===== src/rtl/sram_pkg.sv =====
// Shared types for the asynchronous SRAM access controller.
// Imported by sram_access_ctrl for its FSM state encoding.
package sram_pkg;

  typedef enum logic [1:0] {
    StIdle   = 2'd0,
    StAccess = 2'd1,
    StDone   = 2'd2
  } sram_state_e;

endpackage


===== src/rtl/sram_access_ctrl.sv =====
// Single-request controller for an asynchronous SRAM: IDLE -> ACCESS (WAIT_CYC cycles) -> DONE.
// All SRAM-side outputs come straight from flops; the tristate buffer lives at the chip top.
module sram_access_ctrl
  import sram_pkg::*;
#(
  parameter int unsigned DATA_W   = 16,
  parameter int unsigned ADDR_W   = 20,
  parameter int unsigned WAIT_CYC = 2
) (
  input  logic                Clk,
  input  logic                Reset,
  input  logic                req_valid,
  output logic                req_ready,
  input  logic                req_we,
  input  logic [ADDR_W-1:0]   req_addr,
  input  logic [DATA_W-1:0]   req_wdata,
  input  logic [DATA_W/8-1:0] req_be,
  output logic                rsp_valid,
  output logic [DATA_W-1:0]   rsp_rdata,
  output logic                sram_ce_n,
  output logic                sram_oe_n,
  output logic                sram_we_n,
  output logic [DATA_W/8-1:0] sram_be_n,
  output logic [ADDR_W-1:0]   sram_addr,
  output logic [DATA_W-1:0]   sram_dq_out,
  output logic                sram_dq_oe,
  input  logic [DATA_W-1:0]   sram_dq_in
);

  localparam int unsigned BeW  = DATA_W / 8;
  localparam int unsigned CntW = $clog2(WAIT_CYC + 1);

  if (DATA_W % 8 != 0) begin : gen_bad_data_w
    $error("sram_access_ctrl: DATA_W must be a multiple of 8");
  end
  if (WAIT_CYC < 1) begin : gen_bad_wait_cyc
    $error("sram_access_ctrl: WAIT_CYC must be at least 1");
  end

  sram_state_e state_q, state_d;
  logic [CntW-1:0]   cnt_q, cnt_d;

  logic              cap_we_q, cap_we_d;
  logic [ADDR_W-1:0] cap_addr_q, cap_addr_d;
  logic [DATA_W-1:0] cap_wdata_q, cap_wdata_d;
  logic [BeW-1:0]    cap_be_q, cap_be_d;

  logic              ce_n_q, ce_n_d;
  logic              oe_n_q, oe_n_d;
  logic              we_n_q, we_n_d;
  logic [BeW-1:0]    be_n_q, be_n_d;
  logic [ADDR_W-1:0] addr_q, addr_d;
  logic [DATA_W-1:0] dq_out_q, dq_out_d;
  logic              dq_oe_q, dq_oe_d;
  logic [DATA_W-1:0] rdata_q, rdata_d;

  logic accept;
  logic be_zero_wr;
  logic last_access;

  assign accept      = req_valid && (state_q == StIdle);
  assign be_zero_wr  = req_we && (req_be == '0);
  assign last_access = (state_q == StAccess) && (cnt_q == CntW'(1));

  // State register.
  always_ff @(posedge Clk) begin
    if (Reset) begin
      state_q <= StIdle;
    end else begin
      state_q <= state_d;
    end
  end

  // Next-state logic.
  always_comb begin
    state_d = state_q;
    unique case (state_q)
      StIdle: begin
        if (req_valid) begin
          state_d = be_zero_wr ? StDone : StAccess;
        end
      end
      StAccess: begin
        if (cnt_q == CntW'(1)) begin
          state_d = StDone;
        end
      end
      StDone:  state_d = StIdle;
      default: state_d = StIdle;
    endcase
  end

  // Request handshake and response outputs.
  always_comb begin
    req_ready = (state_q == StIdle);
    rsp_valid = (state_q == StDone);
  end

  // Request capture, wait counter and read-data capture.
  always_comb begin
    cap_we_d    = cap_we_q;
    cap_addr_d  = cap_addr_q;
    cap_wdata_d = cap_wdata_q;
    cap_be_d    = cap_be_q;
    cnt_d       = cnt_q;
    rdata_d     = rdata_q;

    if (accept) begin
      cap_we_d    = req_we;
      cap_addr_d  = req_addr;
      cap_wdata_d = req_wdata;
      cap_be_d    = req_be;
      cnt_d       = be_zero_wr ? '0 : CntW'(WAIT_CYC);
    end else if (state_q == StAccess) begin
      cnt_d = cnt_q - CntW'(1);
    end

    if (last_access && !cap_we_q) begin
      rdata_d = sram_dq_in;
    end
  end

  // SRAM pin values are decoded from the next state so the flops present them in that state.
  always_comb begin
    ce_n_d   = 1'b1;
    oe_n_d   = 1'b1;
    we_n_d   = 1'b1;
    be_n_d   = '1;
    addr_d   = addr_q;
    dq_out_d = dq_out_q;
    dq_oe_d  = 1'b0;
    unique case (state_d)
      StAccess: begin
        ce_n_d = 1'b0;
        addr_d = cap_addr_d;
        if (cap_we_d) begin
          we_n_d   = 1'b0;
          be_n_d   = ~cap_be_d;
          dq_oe_d  = 1'b1;
          dq_out_d = cap_wdata_d;
        end else begin
          oe_n_d = 1'b0;
          be_n_d = '0;
        end
      end
      // Keep driving write data one cycle past the rising edge of we_n.
      StDone:  dq_oe_d = dq_oe_q;
      default: ;
    endcase
  end

  always_ff @(posedge Clk) begin
    if (Reset) begin
      cnt_q       <= '0;
      cap_we_q    <= 1'b0;
      cap_addr_q  <= '0;
      cap_wdata_q <= '0;
      cap_be_q    <= '0;
      ce_n_q      <= 1'b1;
      oe_n_q      <= 1'b1;
      we_n_q      <= 1'b1;
      be_n_q      <= '1;
      addr_q      <= '0;
      dq_out_q    <= '0;
      dq_oe_q     <= 1'b0;
      rdata_q     <= '0;
    end else begin
      cnt_q       <= cnt_d;
      cap_we_q    <= cap_we_d;
      cap_addr_q  <= cap_addr_d;
      cap_wdata_q <= cap_wdata_d;
      cap_be_q    <= cap_be_d;
      ce_n_q      <= ce_n_d;
      oe_n_q      <= oe_n_d;
      we_n_q      <= we_n_d;
      be_n_q      <= be_n_d;
      addr_q      <= addr_d;
      dq_out_q    <= dq_out_d;
      dq_oe_q     <= dq_oe_d;
      rdata_q     <= rdata_d;
    end
  end

  assign sram_ce_n   = ce_n_q;
  assign sram_oe_n   = oe_n_q;
  assign sram_we_n   = we_n_q;
  assign sram_be_n   = be_n_q;
  assign sram_addr   = addr_q;
  assign sram_dq_out = dq_out_q;
  assign sram_dq_oe  = dq_oe_q;
  assign rsp_rdata   = rdata_q;

  // Bus-contention guards.
  a_no_oe_we_overlap : assert property (@(posedge Clk) disable iff (Reset)
    !(!sram_oe_n && !sram_we_n));
  a_no_drive_on_read : assert property (@(posedge Clk) disable iff (Reset)
    !(sram_dq_oe && !sram_oe_n));

endmodule


===== config.mk =====
export PLATFORM = sky130hd
export DESIGN_NAME = sram_access_ctrl
export DESIGN_NICKNAME = d
export VERILOG_FILES = /design/src/rtl/sram_pkg.sv /design/src/rtl/sram_access_ctrl.sv
export SDC_FILE = /design/constraint.sdc
export NUM_CORES = 1
export LEC_CHECK = 0
export ABC_CLOCK_PERIOD_IN_PS = 5400
export BUFFER_PORTS_ARGS = -buffer_cell sky130_fd_sc_hd__clkbuf_2
export CAP_MARGIN = 15
export CORE_MARGIN = 5
export CORE_UTILIZATION = 50
export DETAILED_ROUTE_END_ITERATION = 6
export GPL_TIMING_DRIVEN = 1
export PLACE_DENSITY = 0.81
export SYNTH_ARGS = -nofsm -noshare
export SYNTH_HDL_FRONTEND = slang
export SYNTH_SLANG_ARGS = --single-unit

===== constraint.sdc =====
create_clock -name Clk -period 5.4 [get_ports Clk]
set_input_delay 0.27 -clock Clk [delete_from_list [all_inputs] [get_ports Clk]]
set_output_delay 0.27 -clock Clk [all_outputs]
set_load 0.03 [all_outputs]

==> results.txt, run 1 <==
core area -> 7180 sq um
non-filler cells, final -> 603
Synth Net Count -> 457
crit path max fanout -> 42
YS warnings -> 0
Synth Area per Inst -> 9.13 sq um
Seq/Total Area, Yosys -> 55.7%
startpoint of the worst hold path -> sram_dq_in[3]
Max Fclk -> 396 MHz
RSZ-0062 raised after global routing -> no
Slew Limit Fails -> 0
# port buffers -> 117
Final Cycle Share -> 46.7%
Post-Route Skew -> 0.00704 ns
final-report setup violation count -> 0
Root Driver -> clkbuf_8
# diodes -> 0
CP endpoint kind -> flop
total number of vias -> 2946
worst reg2reg setup slack -> 2.88 ns
clk_lat worst skew -> 0.35 ns
drt drc -> 0
Initial Util -> 50.6%
DRT Pass-1 Iters -> 4
site row count -> 31
routed vias/inst -> 4.89
Unique masters post-synth -> 25
final hold vios -> 0
largest family of logic cells by synthesized area -> simple AND/OR/NAND/NOR gates
maximum clock path buffer count -> 2
CTS tree -> done
cell with the most instances after synthesis -> nand2_1
synth cell count leaders -> 111 x nand2_1, 101 x dfxtp_1, 56 x a21oi_1, 22 x nor3b_1
Die Height -> 95.2 microns
cell taking the most area after synthesis -> dfxtp_1
final core utilization -> 61.7%
Placed Cells -> 588
first-pass GRT wire length -> 12.9 mm
H-Tree Depth -> 3
status -> finished, final reports clean
DR WL/cell -> 13.0 microns
Crit Path Class -> flop to flop
die area -> 9070 sq um
antenna-violating nets left -> 0
data required time at the worst endpoint -> 5.63 ns
gpl congestion -> 0.757
Top FF cell, synth -> dfxtp_1
Hold Path Cell Cnt -> 3
vias in the first global route -> 2918
R2R Path Start -> cnt_q[1]$_SDFFE_PP0P_
total track usage -> 18.0%
final net count -> 559
Worst Max-Slew Pin Slew -> 1.01 ns
Post-CTS Setup Bufs -> 0
Setup TNS Final -> 0 ns
antenna violations before repair -> 0
Iteration-0 DRC Markers -> 110
RR Endpoint -> sram_dq_out[11]$_SDFFE_PP0P_
largest net degree at the start of global routing -> 97
Layout area overhead -> 21.8%
Peak VDD IR -> 0.157 mV
CP startpoint kind -> flop
CP arrival -> 2.76 ns
min-delay worst type -> primary input to flop
power per cell area -> 325 nW/um^2
share of layout cells above drive strength 1 -> 28.8%
Tmin final -> 2.52 ns
Clock Pin Slew Worst Setup and Hold Paths -> 0.08 ns
post-synth top area share -> 55.7%
Yosys reg bits -> 101
hold-fix buffers at CTS -> 0
Mapped Cells -> 398
grt total ovfl -> 0
Max-Cap Viols -> 0
Num CTS Buffers -> 9
xor and xnor area share after synthesis -> 0%
leakage power -> 2.08 nW
multiplexer share of the synthesized area -> 5.86%
Min-Delay Endpoint -> rsp_rdata[3]$_SDFFE_PP0P_
post-cts sizing count -> 0
final wirelength -> 7.85 mm
Netlist Area Pre-Place -> 3630 sq um
Die Width -> 95.2 microns
Num Clock Sinks -> 101
EDFF count, synth -> 0
compound-cell area share of the yosys netlist -> 12.9%
Register-to-Register Path Depth -> 7
Post-DP HPWL -> 5.44 mm
simple-gate area share of the yosys netlist -> 21.3%
Synth area leaders -> dfxtp_1 56%, nand2_1 11%, a21oi_1 7.7%
Synth Area in Adders -> 0.344%
I/O pin count -> 118
relative slew slack -> 32.5%
ys async rst share -> 0%
==> worst max-delay path by stage <==
| stage | from | to | slack, ns | depth (start not counted) |
|---|---|---|---|---|
| 4_1_cts | cnt_q[1]$_SDFFE_PP0P_ | sram_dq_out[11]$_SDFFE_PP0P_ | 2.85 | 7 |
| 3_3_place_gp | cnt_q[1]$_SDFFE_PP0P_ | sram_dq_out[13]$_SDFFE_PP0P_ | 2.95 | 7 |
| 2_1_floorplan | state_q[1]$_SDFF_PP0_ | sram_dq_out[10]$_SDFFE_PP0P_ | 3.54 | 7 |
| 3_5_place_dp | req_we | sram_dq_out[0]$_SDFFE_PP0P_ | 2.81 | 6 |
| 6_report | cnt_q[1]$_SDFFE_PP0P_ | sram_dq_out[11]$_SDFFE_PP0P_ | 2.88 | 7 |
| 5_1_grt | cnt_q[0]$_SDFFE_PP0P_ | sram_dq_out[10]$_SDFFE_PP0P_ | 2.70 | 6 |
==> layout make-up <==
cell class | instances | area (sq um)
sequential | 101 | 2020
multi-input combinational | 265 | 1480
tap | 99 | 124
fill | 651 | 2750
timing repair buffer | 121 | 616
inverter | 2 | 7.51
clock buffer | 12 | 155
clock inverter | 3 | 21.3
==> cell families (layout without fill, tap and decap cells) <==
| family | count (synthesis) | count (layout) |
|---|---|---|
| adders and majority gates | 1 | 1 |
| AOI/OAI and AO/OA | 81 | 81 |
| DFF | 101 | 101 |
| and+or+nand+nor | 165 | 165 |
| buffers and inverters | 32 | 138 |
| muxes | 18 | 18 |
==> report_power, final <==
group          internal (mW)  switching [mW]  total, mW
logic                 0.0734           0.138      0.211
clock network          0.191           0.232      0.422
registers              0.788          0.0177      0.805
==> metal layers <==
| metal | track usage, % | up-vias | share of wire, % |
|---|---|---|---|
| li1 | - | 1502 | - |
| met1 | 21.1 | 1350 | 43 |
| met2 | 30.4 | 83 | 49 |
| met3 | 4.81 | 11 | 7.1 |
| met4 | 8.41 | 0 | 1.5 |
| met5 | 0 | - | 0 |
==> flip-flops by register name (all words and copies together), names as in the netlist <==
register     count
sram_addr       20
sram_oe_n        1
cap_be_q         2
cap_addr_q      20
cap_wdata_q     16
sram_be_n        2
sram_dq_out     16
sram_ce_n        1
sram_we_n        1
cnt_q            2
cap_we_q         1
rsp_rdata       16
sram_dq_oe       1
state_q          2
==> cells in the final DEF (no fill, tap or decap), drive strengths merged <==
cell,netlist,layout
buf,10,5
or3b,1,1
a21oi,56,56
a21o,20,20
nor3b,22,22
ha,1,1
clkinvlp,0,1
nor2,6,6
inv,2,2
dfxtp,101,101
nor2b,20,20
nand2b,4,4
and3b,1,1
a221oi,1,1
mux2,16,16
a211oi,1,1
clkbuf,20,128
mux2i,2,2
o21ai,2,2
o21bai,1,1
clkinv,0,2
nand2,111,111
==> through the flow <==
stage,cell area [sq um],hold slack (ns),worst slack (ns),power [mW]
2_1_floorplan,3630,0.406,3.54,0.969
3_3_place_gp,4250,0.441,2.95,1.03
3_5_place_dp,4250,0.447,2.81,1.04
4_1_cts,4420,0.121,2.85,1.46
5_1_grt,4420,0.128,2.70,1.51
6_report,4420,0.137,2.88,1.44
==> worst max-delay path, cell delays in order (launching register included) <==
cell and delay, ns:
dfxtp_1 0.33, inv_1 0.04, ha_1 0.16, and3b_1 0.24, a211oi_4 0.17, buf_4 0.41
nand2b_1 0.55, mux2_1 0.51
Power figures use the tool's default switching activity.
==> inputs of run 2 (changes only) <==
Settings changed: ABC_CLOCK_PERIOD_IN_PS 5400 to 2550.
Clock period 5.4 ns to 2.55 ns, I/O delays scaled along.
==> results.txt, run 2 (synthesis gave the netlist of run 1 again) <==
final net count -> 579 (was 559)
I/O pin count -> 118 (unchanged)
Die Width -> 95.2 microns (unchanged)
Slowest-stage cell, CP -> a211oi_4 (was nand2b_1)
footprint of the multi-input gates -> 1480 sq um (unchanged)
Tmin final -> 2.03 ns (was 2.52 ns)
power per cell area -> 698 nW/um^2 (was 325 nW/um^2)
Initial Util -> 50.6% (unchanged)
final wirelength -> 8.28 mm (was 7.85 mm)
final-report setup violation count -> 0 (unchanged)
Post-DP HPWL -> 5.62 mm (was 5.44 mm)
CP endpoint kind -> flop (unchanged)
Slew Limit Fails -> 0 (unchanged)
Max Fclk -> 492 MHz (was 396 MHz)
largest net degree at the start of global routing -> 40 (was 97)
min-delay worst type -> primary input to flop (unchanged)
grt total ovfl -> 0 (unchanged)
final hold vios -> 0 (unchanged)
commonest non-fill, non-tap cell in the layout -> clkbuf_2 (unchanged)
Post-CTS Setup Bufs -> 0 (unchanged)
Placed Cells -> 591 (was 588)
Die Height -> 95.2 microns (unchanged)
site row count -> 31 (unchanged)
Worst Max-Slew Pin Slew -> 0.590 ns (was 1.01 ns)
total track usage -> 18.6% (was 18.0%)
Max-Cap Viols -> 0 (unchanged)
antenna violations before repair -> 0 (unchanged)
relative slew slack -> 60.6% (was 32.5%)
CTS tree -> done (unchanged)
Final Cycle Share -> 79.8% (was 46.7%)
leakage power -> 2.18 nW (was 2.08 nW)
# port buffers -> 117 (unchanged)
Hold Slack -> 0.00875 ns (was 0.137 ns)
hold-fix buffers at CTS -> 14 (was 0)
gpl congestion -> 0.765 (was 0.757)
non-filler cells, final -> 624 (was 603)
DRT Pass-1 Iters -> 4 (unchanged)
status -> finished, final reports clean (unchanged)
# diodes -> 0 (unchanged)
Peak VDD IR -> 0.396 mV (was 0.157 mV)
first-pass GRT wire length -> 13.5 mm (was 12.9 mm)
Layout area overhead -> 28.5% (was 21.8%)
routed vias/inst -> 4.89 (about the same)
total number of vias -> 3050 (was 2946)
clk_lat worst skew -> 0.35 ns (about the same)
core area -> 7180 sq um (unchanged)
worst-path cell chain -> inv_1 > ha_1 > and3b_1 > a211oi_4 > nand2b_1 > buf_4 > mux2_1 (was inv_1 > ha_1 > and3b_1 > a211oi_4 > buf_4 > nand2b_1 > mux2_1)
vias in the first global route -> 3051 (was 2918)
Num CTS Buffers -> 9 (unchanged)
Num Clock Sinks -> 101 (unchanged)
Reg area -> 2020 sq um (unchanged)
most frequent cells in the layout -> 116 x clkbuf_2, 111 x nand2_1, 101 x dfxtp_1 (unchanged)
RSZ-0062 raised after global routing -> no (unchanged)
slowest stage delay, CP -> 0.46 ns (was 0.55 ns)
final instance area -> 4670 sq um (was 4420 sq um)
H-Tree Depth -> 3 (unchanged)
Root Driver -> clkbuf_8 (unchanged)
Clock Pin Slew Worst Setup and Hold Paths -> 0.09 ns (was 0.08 ns)
maximum clock path buffer count -> 2 (unchanged)
die area -> 9070 sq um (unchanged)
Crit Path Class -> flop to flop (unchanged)
data required time at the worst endpoint -> 2.79 ns (was 5.63 ns)
Post-Route Skew -> 0.00734 ns (was 0.00704 ns)
share of layout cells above drive strength 1 -> 28.6% (was 28.8%)
Setup TNS Final -> 0 ns (unchanged)
final core utilization -> 65.0% (was 61.7%)
CP arrival -> 2.27 ns (was 2.76 ns)
CP startpoint kind -> flop (unchanged)
Fillers -> 598 (was 651)
DR WL/cell -> 13.3 microns (was 13.0 microns)
DP Area -> 4280 sq um (was 4250 sq um)
drt drc -> 0 (unchanged)
Iteration-0 DRC Markers -> 64 (was 110)
crit path max fanout -> 17 (was 42)
post-cts sizing count -> 0 (unchanged)
antenna-violating nets left -> 0 (unchanged)
[run 2: metrics by stage]
stage / worst slack [ns] / power, mW
3_5_place_dp: 0.519 / 2.20
2_1_floorplan: 0.686 / 2.05
5_1_grt: 0.325 / 3.41
3_3_place_gp: 0.575 / 2.19
4_1_cts: 0.509 / 3.28
6_report: 0.515 / 3.26
[run 2: final timing paths]
kind / from / to / slack [ns] / depth (start not counted)
setup / recovery: cnt_q[1]$_SDFFE_PP0P_ / sram_dq_out[11]$_SDFFE_PP0P_ / 0.52 / 7
hold / removal: req_wdata[14] / cap_wdata_q[14]$_SDFF_PP0_ / 0.009 / 3
setup reg to reg: cnt_q[1]$_SDFFE_PP0P_ / sram_dq_out[11]$_SDFFE_PP0P_ / 0.52 / 7
hold reg to reg: cap_wdata_q[12]$_SDFF_PP0_ / cap_wdata_q[12]$_SDFF_PP0_ / 0.46 / 2
[run 2: final cells by class]
| cell class | instances | share of cell area [%] |
|---|---|---|
| Sequential cell | 101 | 43.3 |
| Multi-Input combinational cell | 265 | 31.7 |
| Timing Repair Buffer | 141 | 17.6 |
| Clock buffer | 9 | 2.65 |
| Tap cell | 99 | 2.65 |
| Clock inverter | 7 | 1.93 |
| Inverter | 2 | 0.161 |
[run 2: worst max-delay path, delay by kind of cell, from the launching register on]
kind                     cells  cell delay [ns]
AO/OA/AOI/OAI                1             0.46
AND/OR/NAND/NOR              2             0.34
flip-flops                   1             0.34
multiplexers                 1             0.34
buffers and inverters        2             0.27
adder cells (fa/ha/maj)      1             0.16
[run 2: report_power, final]
| part | switching [mW] | internal [mW] | leakage [nW] |
|---|---|---|---|
| Clock | 0.531 | 0.548 | 0.105 |
| Sequential | 0.0376 | 1.67 | 0.825 |
| Combinational | 0.298 | 0.177 | 1.25 |
[run 2: metal layers]
layer / track usage [%] / vias up / wire length, microns
li1: - / 1544 / -
met1: 22.0 / 1402 / 3560
met2: 31.6 / 89 / 4070
met3: 4.89 / 15 / 503
met4: 7.81 / 0 / 144
met5: 0 / - / 0
